<file path="src/rtl/matrix_slot_allocator.sv">
// Slot allocator between the UART input stage and the matrix RAM: grants slot base
// addresses, range-checks forwarded writes and keeps committed per-slot metadata.
module matrix_slot_allocator #(
    parameter int SLOTS       = 16,
    parameter int SLOT_WORDS  = 25,
    parameter int MAX_PER_DIM = 2,
    parameter int DATA_W      = 32
) (
    input  logic              clk,
    input  logic              rst_n,
    input  logic              in_active,
    input  logic              alloc_req,
    input  logic [2:0]        alloc_m,
    input  logic [2:0]        alloc_n,
    output logic [8:0]        alloc_base,
    output logic              alloc_ready,
    input  logic              wr_en,
    input  logic [8:0]        wr_addr,
    input  logic [DATA_W-1:0] wr_data,
    input  logic              commit,
    output logic              mem_we,
    output logic [8:0]        mem_addr,
    output logic [DATA_W-1:0] mem_wdata,
    output logic              wr_oob,
    input  logic [3:0]        q_slot,
    output logic              q_valid,
    output logic [2:0]        q_m,
    output logic [2:0]        q_n,
    output logic [8:0]        q_base,
    output logic [4:0]        valid_count
);
    localparam int IDX_W = $clog2(SLOTS);
    localparam int CNT_W = $clog2(SLOTS + 1);

    typedef enum logic [1:0] {S_IDLE, S_SCAN, S_GRANT, S_HOLD} state_t;
    state_t state, state_nx;

    logic [SLOTS-1:0] slot_valid, slot_pend, valid_nx, pend_nx;
    logic [2:0]       slot_m [SLOTS];
    logic [2:0]       slot_n [SLOTS];
    logic [15:0]      slot_stamp [SLOTS];
    logic [15:0]      seq;

    logic [2:0]       lat_m, lat_n;
    logic [IDX_W-1:0] scan_idx, same_idx, free_idx, old_idx, sel_idx;
    logic [CNT_W-1:0] same_cnt;
    logic             same_found, free_found, old_found, sel_ok, grant_fire;
    logic [15:0]      same_age, old_age, scan_age;
    logic             scan_v, scan_p, scan_same;

    logic [8:0]       grant_base;
    logic [9:0]       grant_lim;
    logic             have_grant, wr_hit;

    function automatic logic [8:0] slot_base(input logic [IDX_W-1:0] idx);
        return 9'(idx) * 9'(SLOT_WORDS);
    endfunction

    function automatic logic [4:0] popcount(input logic [SLOTS-1:0] v);
        logic [4:0] c;
        c = '0;
        for (int i = 0; i < SLOTS; i++) c = c + 5'(v[i]);
        return c;
    endfunction

    assign scan_v    = slot_valid[scan_idx];
    assign scan_p    = slot_pend[scan_idx];
    assign scan_same = (slot_m[scan_idx] == lat_m) && (slot_n[scan_idx] == lat_n);
    assign scan_age  = seq - slot_stamp[scan_idx];

    always_comb begin
        sel_ok  = 1'b0;
        sel_idx = '0;
        if (same_found && same_cnt >= CNT_W'(MAX_PER_DIM)) begin
            sel_ok  = 1'b1;
            sel_idx = same_idx;
        end else if (free_found) begin
            sel_ok  = 1'b1;
            sel_idx = free_idx;
        end else if (old_found) begin
            sel_ok  = 1'b1;
            sel_idx = old_idx;
        end
    end

    assign grant_fire = (state == S_GRANT) && sel_ok && in_active;

    always_comb begin
        state_nx = state;
        case (state)
            S_IDLE:  if (alloc_req) state_nx = S_SCAN;
            S_SCAN:  if (scan_idx == IDX_W'(SLOTS - 1)) state_nx = S_GRANT;
            S_GRANT: state_nx = sel_ok ? S_HOLD : S_IDLE;
            S_HOLD:  if (!alloc_req) state_nx = S_IDLE;
            default: state_nx = S_IDLE;
        endcase
        if (!in_active) state_nx = S_IDLE;
    end

    always_ff @(posedge clk or negedge rst_n) begin
        if (!rst_n) state <= S_IDLE;
        else        state <= state_nx;
    end

    // Commit validates slots pending before this cycle; the slot granted now stays pending.
    always_comb begin
        valid_nx = slot_valid;
        pend_nx  = slot_pend;
        if (commit) begin
            valid_nx = slot_valid | slot_pend;
            pend_nx  = '0;
        end
        if (grant_fire) begin
            valid_nx[sel_idx] = 1'b0;
            pend_nx[sel_idx]  = 1'b1;
        end
        if (!in_active) begin
            valid_nx = slot_valid;
            pend_nx  = '0;
        end
    end

    always_ff @(posedge clk or negedge rst_n) begin
        if (!rst_n) begin
            slot_valid <= '0;
            slot_pend  <= '0;
            seq        <= '0;
            for (int i = 0; i < SLOTS; i++) begin
                slot_m[i]     <= '0;
                slot_n[i]     <= '0;
                slot_stamp[i] <= '0;
            end
        end else begin
            slot_valid <= valid_nx;
            slot_pend  <= pend_nx;
            if (grant_fire) begin
                slot_m[sel_idx]     <= lat_m;
                slot_n[sel_idx]     <= lat_n;
                slot_stamp[sel_idx] <= seq;
                seq                 <= seq + 16'd1;
            end
        end
    end

    // Scan trackers: strict '>' on age keeps ties on the lower index.
    always_ff @(posedge clk or negedge rst_n) begin
        if (!rst_n) begin
            lat_m <= '0; lat_n <= '0; scan_idx <= '0; same_cnt <= '0;
            same_found <= 1'b0; same_idx <= '0; same_age <= '0;
            free_found <= 1'b0; free_idx <= '0;
            old_found  <= 1'b0; old_idx  <= '0; old_age  <= '0;
        end else if (state == S_IDLE && alloc_req && in_active) begin
            lat_m <= alloc_m; lat_n <= alloc_n; scan_idx <= '0; same_cnt <= '0;
            same_found <= 1'b0; free_found <= 1'b0; old_found <= 1'b0;
        end else if (state == S_SCAN) begin
            scan_idx <= scan_idx + 1'b1;
            if ((scan_v || scan_p) && scan_same) same_cnt <= same_cnt + 1'b1;
            if (!scan_v && !scan_p && !free_found) begin
                free_found <= 1'b1;
                free_idx   <= scan_idx;
            end
            if (scan_v && scan_same && (!same_found || scan_age > same_age)) begin
                same_found <= 1'b1;
                same_idx   <= scan_idx;
                same_age   <= scan_age;
            end
            if (scan_v && (!old_found || scan_age > old_age)) begin
                old_found <= 1'b1;
                old_idx   <= scan_idx;
                old_age   <= scan_age;
            end
        end
    end

    assign wr_hit = have_grant && (wr_addr >= grant_base) && ({1'b0, wr_addr} < grant_lim);

    always_ff @(posedge clk or negedge rst_n) begin
        if (!rst_n) begin
            alloc_ready <= 1'b0; alloc_base <= '0;
            grant_base  <= '0;   grant_lim  <= '0; have_grant <= 1'b0;
            mem_we <= 1'b0; mem_addr <= '0; mem_wdata <= '0; wr_oob <= 1'b0;
            q_valid <= 1'b0; q_m <= '0; q_n <= '0; q_base <= '0; valid_count <= '0;
        end else begin
            alloc_ready <= grant_fire;
            if (grant_fire) begin
                alloc_base <= slot_base(sel_idx);
                grant_base <= slot_base(sel_idx);
                grant_lim  <= {1'b0, slot_base(sel_idx)} + 10'(lat_m) * 10'(lat_n);
                have_grant <= 1'b1;
            end else if (!in_active) begin
                have_grant <= 1'b0;
            end
            // Write stage: one-cycle registered forward to the RAM.
            mem_we <= wr_en && wr_hit;
            if (wr_en && wr_hit) begin
                mem_addr  <= wr_addr;
                mem_wdata <= wr_data;
            end
            if (grant_fire)            wr_oob <= 1'b0;
            else if (wr_en && !wr_hit) wr_oob <= 1'b1;
            // Query stage: committed state only.
            q_valid     <= slot_valid[IDX_W'(q_slot)];
            q_m         <= slot_valid[IDX_W'(q_slot)] ? slot_m[IDX_W'(q_slot)] : 3'd0;
            q_n         <= slot_valid[IDX_W'(q_slot)] ? slot_n[IDX_W'(q_slot)] : 3'd0;
            q_base      <= slot_base(IDX_W'(q_slot));
            valid_count <= popcount(slot_valid);
        end
    end
endmodule

</file>
<file path="config.mk">
export PLATFORM = sky130hd
export DESIGN_NAME = matrix_slot_allocator
export DESIGN_NICKNAME = d
export VERILOG_FILES = /design/src/rtl/matrix_slot_allocator.sv
export SDC_FILE = /design/constraint.sdc
export NUM_CORES = 1
export LEC_CHECK = 0
export CAP_MARGIN = 10
export CORE_ASPECT_RATIO = 0.5
export CORE_MARGIN = 2
export CORE_UTILIZATION = 60
export CTS_BUF_LIST = sky130_fd_sc_hd__clkbuf_4 sky130_fd_sc_hd__clkbuf_8 sky130_fd_sc_hd__clkbuf_16
export DETAILED_ROUTE_END_ITERATION = 10
export GPL_TIMING_DRIVEN = 0
export PLACE_DENSITY = 0.79
export SETUP_SLACK_MARGIN = 0.4
export SLEW_MARGIN = 20
export SYNTH_ARGS = -nofsm -noshare
export SYNTH_HDL_FRONTEND = slang
export SYNTH_SLANG_ARGS = --single-unit
export TNS_END_PERCENT = 20
</file>
<file path="constraint.sdc">
create_clock -name clk -period 8.3 [get_ports clk]
set_input_delay 0.83 -clock clk [delete_from_list [all_inputs] [get_ports clk]]
set_output_delay 0.83 -clock clk [all_outputs]
set_load 0.1 [all_outputs]
</file>
==> flow_summary_export.csv, run 1 <==
group,metric,value,unit
yosys,syn_avg_cell_area,13.49,um2
hold_path,hold_class,"input port to asynchronous set/reset pin",
grt,grt_pass1_vias,18380,
timing,rsz0062_at_grt,"false",
finish,diodes,0,
yosys,synth-seq-area-share,49.63,%
floorplan,coreArea,0.04535,mm2
clock_network,cts.sinks,549,
yosys,synth_edf_count,0,
detailed_routing,first_pass_iters,5,
placed_design,dpl_worst_slack,-0.06075,ns
floorplan,die-height,155.9,um
outcome,run_status,"finished clean",
timing,whs,0.1420,ns
timing,fin_crit_sh,92.00,%
yosys,synth_fp_nets,2235,
timing,period_minus_slack,7.636,ns
setup_path,cp_max_fo,10,
floorplan,die_x,307.8,um
detailed_routing,drt-wirelength-per-cell,23.45,um
power_and_ir_drop,ir_drop,0.1368,mV
timing,finalMaxSlewViolations,0,
yosys,ys_ff_latch,549,
detailed_routing,wirelength,67410,um
setup_path,crit_required,8.76,ns
clock_network,h-tree-depth,2,
timing,setup_ws,0.6638,ns
finish,fillers,3086,
yosys,syn_area,0.02768,mm2
setup_path,path_class,"register to register",
placed_design,gp_congestion,0.9062,
grt,grt_pass1_wl,106000,um
flow_run,maxCapViolations,0,
floorplan,pin_count,131,
finish,post-route-util,69.66,%
power_and_ir_drop,intPower,4.626,mW
grt,met3_usage,7.145,%
detailed_routing,ant_nets,0,
grt,overflow,0,
power_and_ir_drop,leakage,15.23,nW
timing,fin_tns_setup,0,ns
timing,relSlewSlack,27.99,%
detailed_routing,dr_total_vias,17890,
grt,grt_max_degree,100,
detailed_routing,drt_iter0_markers,1662,
power_and_ir_drop,switchingPower,2.016,mW
clock_network,clk_pin_slew,0.06,ns
grt,antenna_found_initial,0,
yosys,ys_types,59,
power_and_ir_drop,p_comb_share,22.0,%
clock_network,cts_tree,"yes",
finish,nNetsFinal,2422,
detailed_routing,route.detailed.drc,0,
yosys,ys.flop_type,"dfrtp_1",
placed_design,port_buffers,130,
floorplan,fp-row-count,55,
detailed_routing,vias_per_cell,6.225,
finish,drive_gt1_share,31.24,%
floorplan,start_util,61.03,%
power_and_ir_drop,switching_share,30.35,%
power_and_ir_drop,power_density,210.2,mW/mm2
timing,tightest_slew,1.080,ns
setup_path,cp.arrival,8.09,ns
yosys,synth_cells,2052,
placed_design,dpl.hpwl,47270,um
power_and_ir_drop,power_frac_clock,35.4,%
grt,gr-usage-met2,44.64,%
yosys,synthArstFlopShare,100.0,%
clock_network,cts_inserted_buffers,49,
setup_path,worst_setup_path_end_kind,"register",
clock_network,cts_buffer_depth,3,
clock_network,insertion_delay,0.58,ns
clock_network,cts_hold_buf,0,
yosys,yosys_warnings,0,
grt,grt_busiest_layer,"met2",
grt,track_usage,28.98,%
power_and_ir_drop,p_seq_share,42.6,%
finish,synthToLayoutAreaGrowth,14.13,%
timing,skew,0.01346,ns
timing,fmax,0.1310,GHz
setup_path,crit_path_start_kind,"register",
timing,setup_violations,0,
timing,hold_violations,0,
clock_network,root_buffer,"clkbuf_16",
floorplan,die-area,0.04797,mm2
grt,grt_use_met1,41.36,%
worst paths after layout:
kind | endpoint | startpoint | slack, ns | cells past startpoint
worst max-delay path | same_age[10] | scan_idx[1] | 0.66 | 23
worst min-delay path | slot_stamp[23] | rst_n | 0.14 | 1
worst max register to register | same_age[10] | scan_idx[1] | 0.66 | 23
worst min register to register | slot_stamp[224] | slot_stamp[224] | 0.48 | 2
max in group asynchronous | mem_wdata[18] | rst_n | 6.19 | 5
min in group clk | slot_stamp[224] | slot_stamp[224] | 0.48 | 2
critical path: stages, from the launching register on:
cell	delay, ns
dfrtp_1	0.52
buf_6	0.21
buf_2	0.37
clkbuf_2	0.40
clkbuf_2	0.37
clkbuf_2	0.45
mux4_2	0.38
mux4_2	0.46
inv_1	0.12
ha_1	0.27
a21oi_1	0.16
a21boi_0	0.22
a211o_1	0.35
and4_1	0.23
or4_1	0.53
a41oi_1	0.28
xnor2_1	0.22
ha_1	0.35
nand4_1	0.14
a2111oi_0	0.33
nor3_1	0.16
nor4_4	0.40
buf_6	0.25
mux2_4	0.32
synthesized netlist by cell type, drive strengths merged, types with 7 or more instances:
cell / count / area share (%)
and2: 9 / 0.21
and3: 7 / 0.16
nand2: 136 / 1.8
ha: 108 / 4.9
xnor2: 36 / 1.1
a31oi: 19 / 0.43
nor2: 40 / 0.54
nand3: 31 / 0.56
a21oi: 40 / 0.72
fa: 18 / 1.3
mux2i: 22 / 0.80
mux2: 416 / 17
mux4: 139 / 11
a21o: 22 / 0.60
o21a: 8 / 0.22
clkbuf: 87 / 1.2
xor2: 23 / 0.73
dfrtp: 549 / 50
inv: 113 / 1.5
o21ai: 65 / 1.2
buf: 59 / 1.2
nand4: 14 / 0.32
nor2b: 21 / 0.47
power by group through the flow:
stage	clock network, mW	logic [mW]	registers (mW)
2_1_floorplan	0	0.856	2.99
3_3_place_gp	0	1.40	2.88
3_5_place_dp	0	1.43	2.88
4_1_cts	2.38	1.45	2.83
5_1_grt	2.49	1.58	2.83
6_report	2.35	1.46	2.83
cell families after synthesis:
family,after synthesis,share of synthesized area [%]
adder cells (fa/ha/maj),126,6.184
XOR/XNOR,59,1.867
AND/OR/NAND/NOR,288,4.905
multiplexers,577,29.29
buffers and inverters,261,3.892
flip-flops,549,49.63
AO/OA/AOI/OAI,192,4.231
layout by cell type (no fill, tap or decap), types with 36 or more instances in the layout:
cell type / instances
nor2_1: 40
clkbuf_1: 81
xnor2_1: 36
a21oi_1: 40
clkdlybuf4s50_1: 129
nand2_1: 136
o21ai_0: 62
ha_1: 108
mux2_2: 398
mux4_2: 138
inv_1: 113
clkbuf_16: 51
dfrtp_1: 549
routing by layer:
layer | up-vias | routed length (um)
li1 | 7726 | -
met1 | 9328 | 29180
met2 | 690 | 30920
met3 | 146 | 5488
met4 | 0 | 1811
met5 | - | 0
sequential cells by signal, indices dropped and copies added (netlist names), 4 cells and up:
register,count
same_cnt,5
valid_count,5
grant_base,9
scan_idx,4
old_age,16
seq,16
old_idx,4
slot_m,48
grant_lim,10
slot_stamp,256
slot_valid,16
slot_pend,16
same_idx,4
slot_n,48
free_idx,4
q_base,9
same_age,16
mem_wdata,32
mem_addr,9
what timing repair did:
item / in CTS / in global routing
buffers inserted: 0 / 0
resized for setup: 8 / 16
endpoints found under the setup margin: 41 / 41
through the flow:
| stage | total power [mW] | cells | area (um2) |
|---|---|---|---|
| 2_1_floorplan | 3.841 | 2052 | 27680 |
| 3_3_place_gp | 4.283 | 2780 | 29730 |
| 3_5_place_dp | 4.310 | 2786 | 29900 |
| 4_1_cts | 6.658 | 2874 | 31570 |
| 5_1_grt | 6.908 | 2874 | 31590 |
| 6_report | 6.641 | 2874 | 31590 |
area by class of cell:
type                    count  area, um2  area share (%)
plain buffers             146      683.2           2.163
clock buffers              74       1530           4.844
clock inverters            14      123.9          0.3921
inverters                 115      431.7           1.366
multi-input cells        1242      12860           40.72
flip-flops and latches    549      13740           43.49
well taps                 598      748.2           2.369
repair buffers            136       1471           4.658
No activity file was read; power rests on OpenSTA's default activity.
==> inputs of run 2 (changes only) <==
ABC_CLOCK_PERIOD_IN_PS = 6700   (was default)
CORE_UTILIZATION = 55   (was 60)
PLACE_DENSITY = 0.77   (was 0.79)
clock period = 6.7 ns   (was 8.3 ns; I/O delays follow)
==> run 2 against run 1 <==
Against the previous run: the run now ends with negative hold slack left; combinational power is 40% higher; clock power is 37% higher; die area is 8.9% higher; non-clock buffer count is 29 higher; flip-flop and latch count stayed put; clock-buffer cell count is 2 lower; first-iteration DRC count is 4.6% lower; sequential power is 24% higher; worst setup slack worse by 0.13 ns; sequential share of layout area is 1.5 points lower; critical endpoint is now same_age[8]; largest power group unchanged.
==> flow_summary_export.csv, run 2 (same netlist as run 1, synthesis figures left out) <==
group,metric,value,unit
outcome,run_status,"finished with violations",
outcome,violations,"negative hold slack",
setup_path,crit_required,7.16,ns
finish,top_register,"slot_stamp",
detailed_routing,ant_nets,0,
placed_design,port_buffers,130,
floorplan,die-height,162.6,um
finish,post-route-util,65.50,%
setup_path,critPathBufInv,11,
timing,fin_tns_setup,0,ns
clock_network,cts.sinks,549,
floorplan,pin_count,131,
grt,grt_pass1_wl,108000,um
finish,largest_reg_flops,256,
timing,period_minus_slack,6.167,ns
setup_path,worst_setup_path_end_kind,"register",
power_and_ir_drop,switching_share,29.53,%
timing,setup_violations,0,
power_and_ir_drop,ir_drop,0.2441,mV
timing,setup_ws,0.5329,ns
clock_network,cts_inserted_buffers,50,
detailed_routing,drt_iter0_markers,1586,
grt,grt_pass1_vias,18480,
timing,rsz0062_at_grt,"false",
finish,synthToLayoutAreaGrowth,18.33,%
power_and_ir_drop,p_comb_share,23.4,%
setup_path,crit_path_max_incr_delay,0.50,ns
flow_run,maxCapViolations,0,
setup_path,regToRegSetupSlack,0.53,ns
grt,met3_usage,4.787,%
floorplan,coreArea,0.05000,mm2
power_and_ir_drop,power_frac_clock,36.8,%
finish,fin_area,0.03275,mm2
setup_path,cp_max_fo,10,
timing,fmax,0.1622,GHz
detailed_routing,first_pass_iters,5,
setup_path,path_class,"register to register",
floorplan,die_x,321.3,um
clock_network,cts_hold_buf,0,
power_and_ir_drop,p_seq_share,39.9,%
finish,reg_top3,"slot_stamp (256), slot_m (48), slot_n (48)",
setup_path,crit_slowest_cell,"mux4_2",
grt,grt_max_degree,100,
finish,drive_gt1_share,34.32,%
setup_path,cp_top_family,"buffers and inverters",
timing,fin_crit_sh,92.05,%
timing,relSlewSlack,29.94,%
clock_network,root_buffer,"clkbuf_16",
hold_path,hold_class,"input port to asynchronous set/reset pin",
finish,nNetsFinal,2452,
placed_design,gp_congestion,0.8805,
clock_network,cts_buffer_depth,3,
clock_network,clk_pin_slew,0.07,ns
detailed_routing,dr_total_vias,18000,
detailed_routing,route.detailed.drc,0,
grt,grt_busiest_layer,"met2",
grt,gr-usage-met2,42.43,%
setup_path,cp.arrival,6.63,ns
timing,whs,-0.001392,ns
clock_network,cts_tree,"yes",
clock_network,insertion_delay,0.59,ns
finish,fillers,3468,
timing,finalMaxSlewViolations,0,
grt,grt_use_met1,38.60,%
placed_design,post_dp_cell_area,0.03000,mm2
power_and_ir_drop,power_density,268.5,mW/mm2
floorplan,start_util,55.36,%
power_and_ir_drop,switchingPower,2.597,mW
timing,hold_violations,1,
finish,seq_area,0.01374,mm2
finish,final_common_cell,"dfrtp_1",
grt,track_usage,26.93,%
placed_design,dpl_worst_slack,-1.420,ns
grt,antenna_found_initial,1,
finish,multi_input_comb_area,0.01315,mm2
grt,overflow,0,
finish,layout_common_cells,"dfrtp_1, mux2_2, mux4_2",
power_and_ir_drop,leakage,15.69,nW
placed_design,dpl.hpwl,47100,um
floorplan,die-area,0.05225,mm2
setup_path,crit_path_start_kind,"register",
power_and_ir_drop,intPower,6.197,mW
floorplan,fp-row-count,58,
clock_network,h-tree-depth,2,
detailed_routing,wirelength,69310,um
timing,tightest_slew,1.040,ns
detailed_routing,vias_per_cell,6.062,
setup_path,path_common_cell,"buf_12",
detailed_routing,drt-wirelength-per-cell,23.35,um
timing,skew,0.01982,ns
## run 2: what timing repair did
action	CTS	global route
pin swaps	8	17
setup buffers	21	6
gates cloned	2	0
setup endpoints to repair	41	41
gates resized for setup	101	31
## run 2: worst paths after layout
kind | startpoint | endpoint | cells after the start
setup / recovery | scan_idx[0] | same_age[8] | 26
hold / removal | rst_n | slot_stamp[23] | 1
setup reg to reg | scan_idx[0] | same_age[8] | 26
hold reg to reg | slot_stamp[224] | slot_stamp[224] | 2
max in group asynchronous | rst_n | mem_wdata[8] | 3
min in group clk | slot_stamp[224] | slot_stamp[224] | 2
## run 2: per-layer routing
metal	part of all wire (%)	wire length, um
met1	44	30360
met3	6.5	4522
met2	46	32230
met5	0	0
met4	3.2	2205
## run 2: per-stage QoR
step,total power [mW],std cells
after global placement,5.312,2842
after CTS,8.767,2962
after floorplan,4.764,2052
after detailed placement,5.356,2849
final,8.794,2969
after global routing,9.127,2968
## run 2: worst reg2reg max path, delay by kind of cell (launching register included)
kind	cells	cell delay, ns
buffers and inverters	11	1.52
and+or+nand+nor	5	1.31
muxes	3	1.23
AOI/OAI and AO/OA	4	0.83
adders and majority gates	2	0.54
DFF	1	0.47
xor gates and xnor gates	1	0.13
## run 2: area by class of cell
| cell class | count | share of cell area [%] |
|---|---|---|
| diodes | 1 | 0.007641 |
| plain buffers | 145 | 2.877 |
| clock buffers | 72 | 4.695 |
| clock inverters | 19 | 1.009 |
| inverters | 115 | 1.326 |
| multi-input cells | 1242 | 40.14 |
| flip-flops and latches | 549 | 41.95 |
| well taps | 660 | 2.521 |
| repair buffers | 166 | 5.467 |
## run 2: power groups by stage
stage               sequential, mW  combinational [mW]  clock, mW
finish                        3.50                2.05       3.23
CTS                           3.50                2.00       3.26
global route                  3.51                2.20       3.41
floorplan                     3.70                1.07          0
global placement              3.57                1.74          0
detailed placement            3.56                1.79          0
==> inputs of run 3 (changes only) <==
ABC_CLOCK_PERIOD_IN_PS = 6500   (was 6700)
CORE_UTILIZATION = 60   (was 55)
GPL_TIMING_DRIVEN = 1   (was 0)
PLACE_DENSITY = 0.79   (was 0.77)
clock period = 6.5 ns   (was 6.7 ns; I/O delays follow)
==> run 3 against run 2 <==
Against the previous run: the flow now finishes without violations; design area shrank 4.6%; non-clock buffer count shrank 119; critical endpoint is now same_idx[2]; highest routed layer unchanged; first-iteration DRC count grew 4.2%; critical path type unchanged; flip-flop and latch count is the same; power shrank 5.5%; wire length shrank 7.0%.
==> flow_summary_export.csv, run 3 (same netlist as run 1, synthesis figures left out) <==
group,metric,value,unit
outcome,run_status,"finished clean",
timing,fmax,0.1724,GHz
setup_path,r2r_start,"scan_idx[0]",
timing,setup_ws,0.6988,ns
timing,setup_violations,0,
placed_design,gp_congestion,0.9438,
setup_path,crit_path_max_incr_delay,0.53,ns
timing,relSlewSlack,19.36,%
finish,drive_gt1_share,32.77,%
detailed_routing,drt-wirelength-per-cell,23.19,um
grt,grt_pass1_wl,101300,um
setup_path,crit_path_start_kind,"register",
timing,fin_tns_setup,0,ns
timing,rsz0062_at_grt,"false",
timing,hold_violations,0,
placed_design,post_dp_cell_area,0.02951,mm2
clock_network,insertion_delay,0.58,ns
grt,overflow,0,
setup_path,path_class,"register to register",
setup_path,worst_setup_path_end_kind,"register",
clock_network,cts.sinks,549,
finish,reg_top3,"slot_stamp (256), slot_m (48), slot_n (48)",
floorplan,start_util,61.03,%
setup_path,regToRegSetupSlack,0.70,ns
setup_path,r2r-end,"same_idx[2]",
clock_network,root_buffer,"clkbuf_16",
grt,track_usage,27.27,%
power_and_ir_drop,p_seq_share,44.3,%
grt,grt_pass1_vias,17760,
power_and_ir_drop,power_density,266.1,mW/mm2
detailed_routing,vias_per_cell,6.266,
setup_path,cp.arrival,6.27,ns
clock_network,cts_hold_buf,0,
power_and_ir_drop,ir_drop,0.2028,mV
power_and_ir_drop,leakage,15.14,nW
timing,fin_crit_sh,89.25,%
finish,final_common_cell,"dfrtp_1",
setup_path,critPathLaunch,"scan_idx[0]",
clock_network,cts_buffer_depth,3,
floorplan,die_x,307.8,um
clock_network,cts_inserted_buffers,48,
timing,period_minus_slack,5.801,ns
detailed_routing,dr_total_vias,17420,
placed_design,dpl_worst_slack,0.5414,ns
finish,diodes,0,
clock_network,h-tree-depth,2,
setup_path,crit_chain,"clkbuf_4, buf_4, mux4_2, mux4_2, inv_1, ha_1, nand2_1, nor2_1, a211o_1, and4_1, or4_1, a41oi_2, xnor2_2, ha_1, nand4_1, a2111oi_2, nor3_1, nor4_4, buf_4, buf_2, mux2_4",
floorplan,die-height,155.9,um
placed_design,port_buffers,130,
detailed_routing,first_pass_iters,6,
power_and_ir_drop,switching_share,29.77,%
setup_path,crit_cells,21,
placed_design,dpl.hpwl,40410,um
setup_path,crit_end,"same_idx[2]",
finish,fin_area,0.03124,mm2
detailed_routing,drt_iter0_markers,1653,
clock_network,cts_tree,"yes",
power_and_ir_drop,intPower,5.838,mW
power_and_ir_drop,p_comb_share,20.5,%
detailed_routing,wirelength,64480,um
power_and_ir_drop,switchingPower,2.475,mW
timing,finalMaxSlewViolations,0,
setup_path,cp_top_family,"simple AND/OR/NAND/NOR gates",
detailed_routing,route.detailed.drc,0,
floorplan,die-area,0.04797,mm2
setup_path,cp_max_fo,8,
flow_run,maxCapViolations,0,
finish,synthToLayoutAreaGrowth,12.87,%
setup_path,reg2reg_depth,21,
finish,layout_common_cells,"dfrtp_1, mux2_2, mux4_2",
power_and_ir_drop,power_frac_clock,35.2,%
floorplan,pin_count,131,
setup_path,crit_slowest_cell,"dfrtp_4",
clock_network,clk_pin_slew,0.07,ns
placed_design,dp.cells,2682,
grt,grt_max_degree,177,
grt,antenna_found_initial,0,
setup_path,crit_required,6.97,ns
timing,skew,0.01804,ns
finish,stdcell_count,2780,
finish,top_register,"slot_stamp",
detailed_routing,ant_nets,0,
floorplan,fp-row-count,55,
finish,largest_reg_flops,256,
power_and_ir_drop,total_power,8.314,mW
floorplan,coreArea,0.04535,mm2
finish,nNetsFinal,2331,
setup_path,critPathBufInv,5,
hold_path,hold_class,"input port to asynchronous set/reset pin",
timing,tightest_slew,1.206,ns
## run 3: layout make-up
type / instances / area (um2)
Tap cell: 598 / 748.2
Clock buffer: 77 / 1511
Inverter: 115 / 431.7
Clock inverter: 7 / 78.83
Multi-Input combinational cell: 1242 / 12890
Timing Repair Buffer: 192 / 1832
Fill cell: 3059 / 14110
Sequential cell: 549 / 13750
## run 3: metal layers
metal / wire, um / track usage, %
met1: 28800 / 39.85
met2: 30140 / 43.37
met3: 3994 / 4.510
met4: 1541 / 6.458
met5: 0 / 0
## run 3: stage by stage
step	hold WS (ns)	utilization (%)
after detailed placement	0.4694	65.07
after global placement	0.4634	65.07
after CTS	0.1886	68.58
after floorplan	0.3544	-
after global routing	0.2171	68.89
final	0.1327	68.89
## run 3: power groups by stage
stage               combinational [mW]  clock (mW)  sequential [mW]
floorplan                         1.11           0             3.81
global placement                  1.62           0             3.75
detailed placement                1.65           0             3.76
CTS                               1.66        2.96             3.69
global route                      1.85        3.10             3.70
finish                            1.70        2.92             3.69
## run 3: timing repair
action	4_1_cts	5_1_grt
buffers inserted	0	12
gates resized for setup	0	7
setup endpoints to repair	0	29
## run 3: worst min-delay path by stage
stage | from | end | cells after the start
after floorplan | rst_n | alloc_ready | 0
after global placement | slot_stamp[80] | slot_stamp[80] | 2
after detailed placement | slot_stamp[128] | slot_stamp[128] | 2
after CTS | rst_n | slot_stamp[111] | 1
after global routing | rst_n | slot_stamp[91] | 1
final | rst_n | slot_stamp[79] | 1
